--- src/rtl/dmem_arbiter_if.sv ---
// dmem_arbiter_if: requester, arbiter and dmem pins of the data-memory
// arbiter, bundled so the arbiter takes one bus port.
interface dmem_arbiter_if #(
  parameter int ADDR_W = 11,
  parameter int DATA_W = 32
);
  logic              m0_req;
  logic              m0_we;
  logic [ADDR_W-1:0] m0_addr;
  logic [DATA_W-1:0] m0_wdata;
  logic              m0_gnt;
  logic              m0_rvalid;
  logic [DATA_W-1:0] m0_rdata;

  logic              m1_req;
  logic              m1_we;
  logic              m1_lock;
  logic [ADDR_W-1:0] m1_addr;
  logic [DATA_W-1:0] m1_wdata;
  logic              m1_gnt;
  logic              m1_rvalid;
  logic [DATA_W-1:0] m1_rdata;

  logic [ADDR_W-1:0] mem_addr;
  logic              mem_we;
  logic [DATA_W-1:0] mem_din;
  logic [DATA_W-1:0] mem_dout;

  modport slave (
    input  m0_req, m0_we, m0_addr, m0_wdata,
    output m0_gnt, m0_rvalid, m0_rdata,
    input  m1_req, m1_we, m1_lock, m1_addr, m1_wdata,
    output m1_gnt, m1_rvalid, m1_rdata,
    output mem_addr, mem_we, mem_din,
    input  mem_dout
  );

  modport master (
    output m0_req, m0_we, m0_addr, m0_wdata,
    input  m0_gnt, m0_rvalid, m0_rdata,
    output m1_req, m1_we, m1_lock, m1_addr, m1_wdata,
    input  m1_gnt, m1_rvalid, m1_rdata
  );

  modport mem (
    input  mem_addr, mem_we, mem_din,
    output mem_dout
  );
endinterface

--- src/rtl/dmem_arbiter.sv ---
// dmem_arbiter: fixed-priority m0 / debug m1 arbiter for the 1-cycle dmem,
// with m1 starvation guard and burst lock. DMEM_ARB_STATS_EN adds counters.
module dmem_arbiter #(
  parameter int ADDR_W     = 11,
  parameter int DATA_W     = 32,
  parameter int STARVE_MAX = 4
) (
  input  logic        clk,
  input  logic        rst,
`ifdef DMEM_ARB_STATS_EN
  output logic [31:0] stat_m0_cnt,
  output logic [31:0] stat_m1_cnt,
  output logic [31:0] stat_stall_cnt,
`endif
  dmem_arbiter_if.slave bus
);

  localparam logic [1:0] IDLE        = 2'd0;
  localparam logic [1:0] OWN_M0      = 2'd1;
  localparam logic [1:0] OWN_M1_LOCK = 2'd2;

  localparam logic [3:0] SMAX = 4'(STARVE_MAX);

  logic [1:0]        state_q, state_d;
  logic [3:0]        starve_q, starve_d;
  logic              pend_q, pend_d;
  logic              tag_q, tag_d;
  logic [ADDR_W-1:0] addr_q;
  logic [DATA_W-1:0] rd0_q, rd1_q;
  logic              win0, win1;
  logic              gnt0, gnt1;
  logic              rv0, rv1;

  // Pick the winner: lock owner first, then starvation, then m0 priority
  always_comb begin
    win0 = 1'b0;
    win1 = 1'b0;
    if (state_q == OWN_M1_LOCK) begin
      win1 = bus.m1_req;
    end else if (starve_q == SMAX && bus.m1_req) begin
      win1 = 1'b1;
    end else if (bus.m0_req) begin
      win0 = 1'b1;
    end else begin
      win1 = bus.m1_req;
    end
  end

  assign gnt0 = win0 & rst;
  assign gnt1 = win1 & rst;

  assign bus.m0_gnt = gnt0;
  assign bus.m1_gnt = gnt1;

  assign bus.mem_addr = gnt1 ? bus.m1_addr :
                        gnt0 ? bus.m0_addr : addr_q;
  assign bus.mem_we   = (gnt1 & bus.m1_we) | (gnt0 & bus.m0_we);
  assign bus.mem_din  = gnt1 ? bus.m1_wdata :
                        gnt0 ? bus.m0_wdata : '0;

  assign rv0 = pend_q & ~tag_q;
  assign rv1 = pend_q & tag_q;

  assign bus.m0_rvalid = rv0;
  assign bus.m1_rvalid = rv1;
  assign bus.m0_rdata  = rv0 ? bus.mem_dout : rd0_q;
  assign bus.m1_rdata  = rv1 ? bus.mem_dout : rd1_q;

  // Starvation count, ownership state and read tag for next cycle
  always_comb begin
    starve_d = '0;
    if (bus.m1_req && !gnt1) begin
      starve_d = (starve_q == SMAX) ? SMAX : starve_q + 4'd1;
    end
    state_d = IDLE;
    if (gnt1 && bus.m1_lock) begin
      state_d = OWN_M1_LOCK;
    end else if (gnt0) begin
      state_d = OWN_M0;
    end
    pend_d = (gnt0 & ~bus.m0_we) | (gnt1 & ~bus.m1_we);
    tag_d  = gnt1;
  end

  // Arbiter state, read pipeline and held address/read data
  always_ff @(posedge clk or negedge rst) begin
    if (!rst) begin
      state_q  <= IDLE;
      starve_q <= '0;
      pend_q   <= 1'b0;
      tag_q    <= 1'b0;
      addr_q   <= '0;
      rd0_q    <= '0;
      rd1_q    <= '0;
    end else begin
      state_q  <= state_d;
      starve_q <= starve_d;
      pend_q   <= pend_d;
      tag_q    <= tag_d;
      addr_q   <= bus.mem_addr;
      if (rv0) rd0_q <= bus.mem_dout;
      if (rv1) rd1_q <= bus.mem_dout;
    end
  end

`ifdef DMEM_ARB_STATS_EN
  logic stall;

  assign stall = (bus.m0_req & ~gnt0) | (bus.m1_req & ~gnt1);

  // Free-running grant and stall counters
  always_ff @(posedge clk or negedge rst) begin
    if (!rst) begin
      stat_m0_cnt    <= '0;
      stat_m1_cnt    <= '0;
      stat_stall_cnt <= '0;
    end else begin
      if (gnt0)  stat_m0_cnt    <= stat_m0_cnt + 32'd1;
      if (gnt1)  stat_m1_cnt    <= stat_m1_cnt + 32'd1;
      if (stall) stat_stall_cnt <= stat_stall_cnt + 32'd1;
    end
  end
`endif

endmodule

--- src/flat_wrapper.sv ---
// flat-port wrapper written by rule: the top's interface ports become plain ports
module dmem_arbiter_flat 
#(
  parameter int ADDR_W     = 11,
  parameter int DATA_W     = 32,
  parameter int STARVE_MAX = 4
)
  (clk, rst, bus_m0_req, bus_m0_we, bus_m0_addr, bus_m0_wdata, bus_m0_gnt, bus_m0_rvalid, bus_m0_rdata, bus_m1_req, bus_m1_we, bus_m1_lock, bus_m1_addr, bus_m1_wdata, bus_m1_gnt, bus_m1_rvalid, bus_m1_rdata, bus_mem_addr, bus_mem_we, bus_mem_din, bus_mem_dout);
  dmem_arbiter_if #(.ADDR_W(ADDR_W), .DATA_W(DATA_W)) bus_i ();
  input  logic clk;
  input  logic rst;
  input wire logic [$bits(bus_i.m0_req)-1:0] bus_m0_req;
  input wire logic [$bits(bus_i.m0_we)-1:0] bus_m0_we;
  input wire logic [$bits(bus_i.m0_addr)-1:0] bus_m0_addr;
  input wire logic [$bits(bus_i.m0_wdata)-1:0] bus_m0_wdata;
  output wire logic [$bits(bus_i.m0_gnt)-1:0] bus_m0_gnt;
  output wire logic [$bits(bus_i.m0_rvalid)-1:0] bus_m0_rvalid;
  output wire logic [$bits(bus_i.m0_rdata)-1:0] bus_m0_rdata;
  input wire logic [$bits(bus_i.m1_req)-1:0] bus_m1_req;
  input wire logic [$bits(bus_i.m1_we)-1:0] bus_m1_we;
  input wire logic [$bits(bus_i.m1_lock)-1:0] bus_m1_lock;
  input wire logic [$bits(bus_i.m1_addr)-1:0] bus_m1_addr;
  input wire logic [$bits(bus_i.m1_wdata)-1:0] bus_m1_wdata;
  output wire logic [$bits(bus_i.m1_gnt)-1:0] bus_m1_gnt;
  output wire logic [$bits(bus_i.m1_rvalid)-1:0] bus_m1_rvalid;
  output wire logic [$bits(bus_i.m1_rdata)-1:0] bus_m1_rdata;
  output wire logic [$bits(bus_i.mem_addr)-1:0] bus_mem_addr;
  output wire logic [$bits(bus_i.mem_we)-1:0] bus_mem_we;
  output wire logic [$bits(bus_i.mem_din)-1:0] bus_mem_din;
  input wire logic [$bits(bus_i.mem_dout)-1:0] bus_mem_dout;
  assign bus_i.m0_req = bus_m0_req;
  assign bus_i.m0_we = bus_m0_we;
  assign bus_i.m0_addr = bus_m0_addr;
  assign bus_i.m0_wdata = bus_m0_wdata;
  assign bus_m0_gnt = bus_i.m0_gnt;
  assign bus_m0_rvalid = bus_i.m0_rvalid;
  assign bus_m0_rdata = bus_i.m0_rdata;
  assign bus_i.m1_req = bus_m1_req;
  assign bus_i.m1_we = bus_m1_we;
  assign bus_i.m1_lock = bus_m1_lock;
  assign bus_i.m1_addr = bus_m1_addr;
  assign bus_i.m1_wdata = bus_m1_wdata;
  assign bus_m1_gnt = bus_i.m1_gnt;
  assign bus_m1_rvalid = bus_i.m1_rvalid;
  assign bus_m1_rdata = bus_i.m1_rdata;
  assign bus_mem_addr = bus_i.mem_addr;
  assign bus_mem_we = bus_i.mem_we;
  assign bus_mem_din = bus_i.mem_din;
  assign bus_i.mem_dout = bus_mem_dout;
  dmem_arbiter #(.ADDR_W(ADDR_W), .DATA_W(DATA_W), .STARVE_MAX(STARVE_MAX)) u_core (.clk(clk), .rst(rst), .bus(bus_i));
endmodule
--- config.mk ---
export PLATFORM = sky130hd
export DESIGN_NAME = dmem_arbiter_flat
export DESIGN_NICKNAME = d
export VERILOG_FILES = /design/src/rtl/dmem_arbiter_if.sv /design/src/rtl/dmem_arbiter.sv /design/src/flat_wrapper.sv
export SDC_FILE = /design/constraint.sdc
export NUM_CORES = 1
export LEC_CHECK = 0
export ABC_CLOCK_PERIOD_IN_PS = 2450
export CORE_MARGIN = 2
export CORE_UTILIZATION = 36
export CTS_CLUSTER_DIAMETER = 200
export CTS_CLUSTER_SIZE = 14
export DETAILED_ROUTE_END_ITERATION = 6
export GPL_ROUTABILITY_DRIVEN = 0
export PLACE_DENSITY = 0.8
export SLEW_MARGIN = 10
export SYNTH_ARGS = -nofsm -noshare
export SYNTH_HDL_FRONTEND = slang
export SYNTH_SLANG_ARGS = --single-unit
export TNS_END_PERCENT = 5
--- constraint.sdc ---
create_clock -name clk -period 2.45 [get_ports clk]
set_input_delay 0.245 -clock clk [delete_from_list [all_inputs] [get_ports clk]]
set_output_delay 0.245 -clock clk [all_outputs]
set_load 0.01 [all_outputs]
==> impl_metrics.py <==
metrics = {
    "outcome": {
        "outcome": "complete, but fails checks",
        "violations": "negative setup slack",
    },
    "place": {
        "dp_cells": 624,
        "hpwl_um": 8830,
        "port_buffers": 236,
        "placedInstanceArea_sq_mm": 0.00620,
        "dp_slack_ns": -0.0462,
    },
    "power": {
        "pwr-share-comb": 0.384,
        "power.switching_mw": 1.27,
        "swShare": 0.274,
        "power_frac_seq": 0.385,
        "vdd_drop_max_v": 0.000446,
        "leakagePower_nw": 2.78,
        "p_clk_frac": 0.231,
        "p_int_mw": 3.35,
        "p_per_area_mw_per_mm2": 717,
        "p_total_mw": 4.62,
    },
    "setup_path": {
        "end_kind": "primary output",
        "r2r_slack_ns": 0.49,
        "cp.arrival_ns": 2.24,
        "cp.required_ns": 2.20,
        "critical_path_class": "flip-flop to primary output",
        "crit_path_start_kind": "flip-flop",
        "crit_buf_inv": 5,
        "cpLargestDelayFamily": "buffers and inverters",
        "crit_fanout": 5,
        "crit_slowest_cell": "dfrtp_1",
        "path_cells": "inv_1 > ha_2 > and3b_4 > a211oi_4 > buf_6 > clkbuf_16 > buf_4 > mux2i_1 > o21ai_1 > buf_2",
        "r2r_start": "u_core.starve_q[0]",
        "crit_start": "u_core.starve_q[0]",
        "slowest_delay_ns": 0.35,
    },
    "hold_path": {
        "min_path_type": "input pin to flip-flop",
        "hp-start": "rst",
    },
    "logic_synthesis": {
        "synth-seq-cells": 83,
        "synth_nets": 388,
        "synth_cell_type_count": 29,
        "synth_flop_cell": "dfrtp_1",
        "ys_warn_count": 0,
        "async_flop_share": 1.00,
        "synth.most_common_cell": "dfrtp_1",
        "seq_area_frac_synth": 0.569,
        "synth_cells": 261,
        "synth-edff-count": 0,
        "synth.cell_area_sq_mm": 0.00365,
        "synth.area.top_cells": "dfrtp_1, mux2_2, a22o_1",
        "synth_commonest_cells": "dfrtp_1, mux2_2, a22o_1",
        "yosysTopAreaCell": "dfrtp_1",
        "synth_top_cell_area_share": 0.569,
        "synth.avg_cell_area_sq_um": 14.0,
    },
    "clock_network": {
        "cts_buffers": 9,
        "cts.clk_slew.worst_paths_ns": 0.09,
        "cts_tree": "yes",
        "cts_root_buf": "clkbuf_8",
        "cts_buffer_depth": 2,
        "htreeDepth": 3,
        "cts.sinks": 83,
        "worstSkewPairLatency_ns": 0.33,
    },
    "global_routing": {
        "grt_pass1_wl_um": 17700,
        "grt_usage": 0.206,
        "antenna_found_initial": 0,
        "overflow": 0,
        "grt_max_degree": 64,
        "grt_pass1_vias": 3333,
    },
    "drt": {
        "drt-total-wl_um": 11500,
        "drc": 0,
        "drtPass1Iterations": 4,
        "ant_nets": 0,
        "wl_per_cell_um": 17.5,
        "drt_iter0_markers": 50,
        "viasPerCell": 4.80,
        "via_count": 3150,
    },
    "finish": {
        "fin_nets": 646,
        "drive_above_1_share": 0.308,
        "multi_input_comb_area_sq_mm": 0.00146,
        "seq_area_sq_mm": 0.00208,
        "design_area_sq_mm": 0.00644,
        "area_growth_pct": 76.5,
        "diodes": 0,
        "finalNonFillerCells": 656,
        "fill_cells": 798,
    },
    "sta": {
        "rsz0062_at_grt": "yes",
        "maxSlewHeadroom": 0.490,
        "whs_ns": 0.246,
        "setup_ws_ns": -0.0352,
        "fmax_ghz": 0.402,
        "maxSlewViolCount": 0,
        "worstMarginPinSlew_ns": 0.766,
        "min_period_ns": 2.49,
        "finalClockSkew_ns": 0.0106,
        "hold_viol_final": 0,
        "setup_viol": 3,
        "post-route-period-util": 1.01,
    },
    "floorplanning": {
        "coreArea_sq_mm": 0.00982,
        "die_height_um": 105,
        "fp-row-count": 36,
        "die-area_sq_mm": 0.0110,
        "start_util": 0.372,
        "die-width_um": 105,
        "io_pins": 237,
    },
    "run": {
        "drv_cap": 0,
    },
}
==> tightest hold or removal path, cell delays in order <==
cell and delay, ns:
buf_4 0.11, o31ai_1 0.08, nand2_1 0.07, a21oi_1 0.04
==> final cells by class <==
cell class / instances / area share
clock buffers: 10 / 0.0198
clock inverters: 5 / 0.0134
inverters: 6 / 0.00350
multi-input cells: 154 / 0.226
flip-flops and latches: 83 / 0.322
well taps: 133 / 0.0258
repair buffers: 265 / 0.389
==> per-stage QoR <==
stage | util | setup TNS, ns
final | 0.656 | -0.0793
after global routing | 0.656 | -0.863
after CTS | 0.663 | -0.0995
after detailed placement | 0.632 | -0.142
after global placement | 0.632 | -0.00954
after floorplan | - | 0
==> worst paths after layout <==
kind | end | cells after the start
hold reg to reg | u_core.rd0_q[28] | 1
hold / removal | u_core.starve_q[2] | 4
max in group asynchronous | u_core.rd0_q[28] | 4
setup / recovery | bus_mem_addr[0] | 10
min in group asynchronous | u_core.addr_q[4] | 2
setup reg to reg | u_core.addr_q[1] | 10
==> state kept, by name, indices dropped and copies added, names as in the netlist <==
| name | cells |
|---|---|
| u_core.rd1_q | 32 |
| u_core.tag_q | 1 |
| u_core.pend_q | 1 |
| u_core.state_q | 2 |
| u_core.rd0_q | 32 |
| u_core.addr_q | 11 |
| u_core.starve_q | 4 |
==> metal layers <==
metal  wire length (um)  up-vias  global-route usage
li1                   -     1466                   -
met1               4390     1514               0.234
met2               6000      148               0.380
met3                772       22              0.0512
met4                313        0              0.0600
met5                  0        -                   0
==> cell families after synthesis <==
family / share of synthesized area
fa+ha+maj: 0.00686
xor+xnor: 0.00480
buf+inv: 0.0411
simple gates: 0.0333
mux: 0.228
flops: 0.569
compound gates: 0.117
==> timing repair <==
action / 4_1_cts / 5_1_grt
gates resized for setup: 123 / 38
endpoints found under the setup margin: 46 / 44
cloned: 2 / 1
pin swaps: 2 / 7
hold buffers: 1 / 0
setup buffers: 4 / 9
endpoints found under the hold margin: 20 / 0
==> cells in the final DEF, fill, tap and decap left out, drive strengths merged <==
cell type,Yosys,routed
clkdlybuf4s50,0,189
dfrtp,83,83
mux2,64,64
buf,15,48
a22o,33,33
clkbuf,3,30
nand2,14,14
o21ai,12,12
mux2i,11,11
inv,6,8
clkdlybuf4s15,0,5
and2,3,3
xnor2,2,2
and3,2,2
bufinv,0,2
dlygate4sd2,0,2
nor2b,2,2
a211oi,2,2
ha,2,2
and3b,1,1
o311a,1,1
nand3b,1,1
o31ai,1,1
a21oi,1,1
o22ai,1,1
nand3,1,1
clkinv,0,1
dlygate4sd3,0,1
==> power by group through the flow <==
| stage | Combinational [mW] | Clock [mW] | Sequential [mW] |
|---|---|---|---|
| 3_5_place_dp | 1.79 | 0 | 1.81 |
| 6_report | 1.77 | 1.06 | 1.78 |
| 3_3_place_gp | 1.76 | 0 | 1.79 |
| 2_1_floorplan | 0.720 | 0 | 1.77 |
| 5_1_grt | 1.89 | 1.17 | 1.81 |
| 4_1_cts | 1.79 | 1.10 | 1.78 |
No activity file was read; power rests on OpenSTA's default activity.
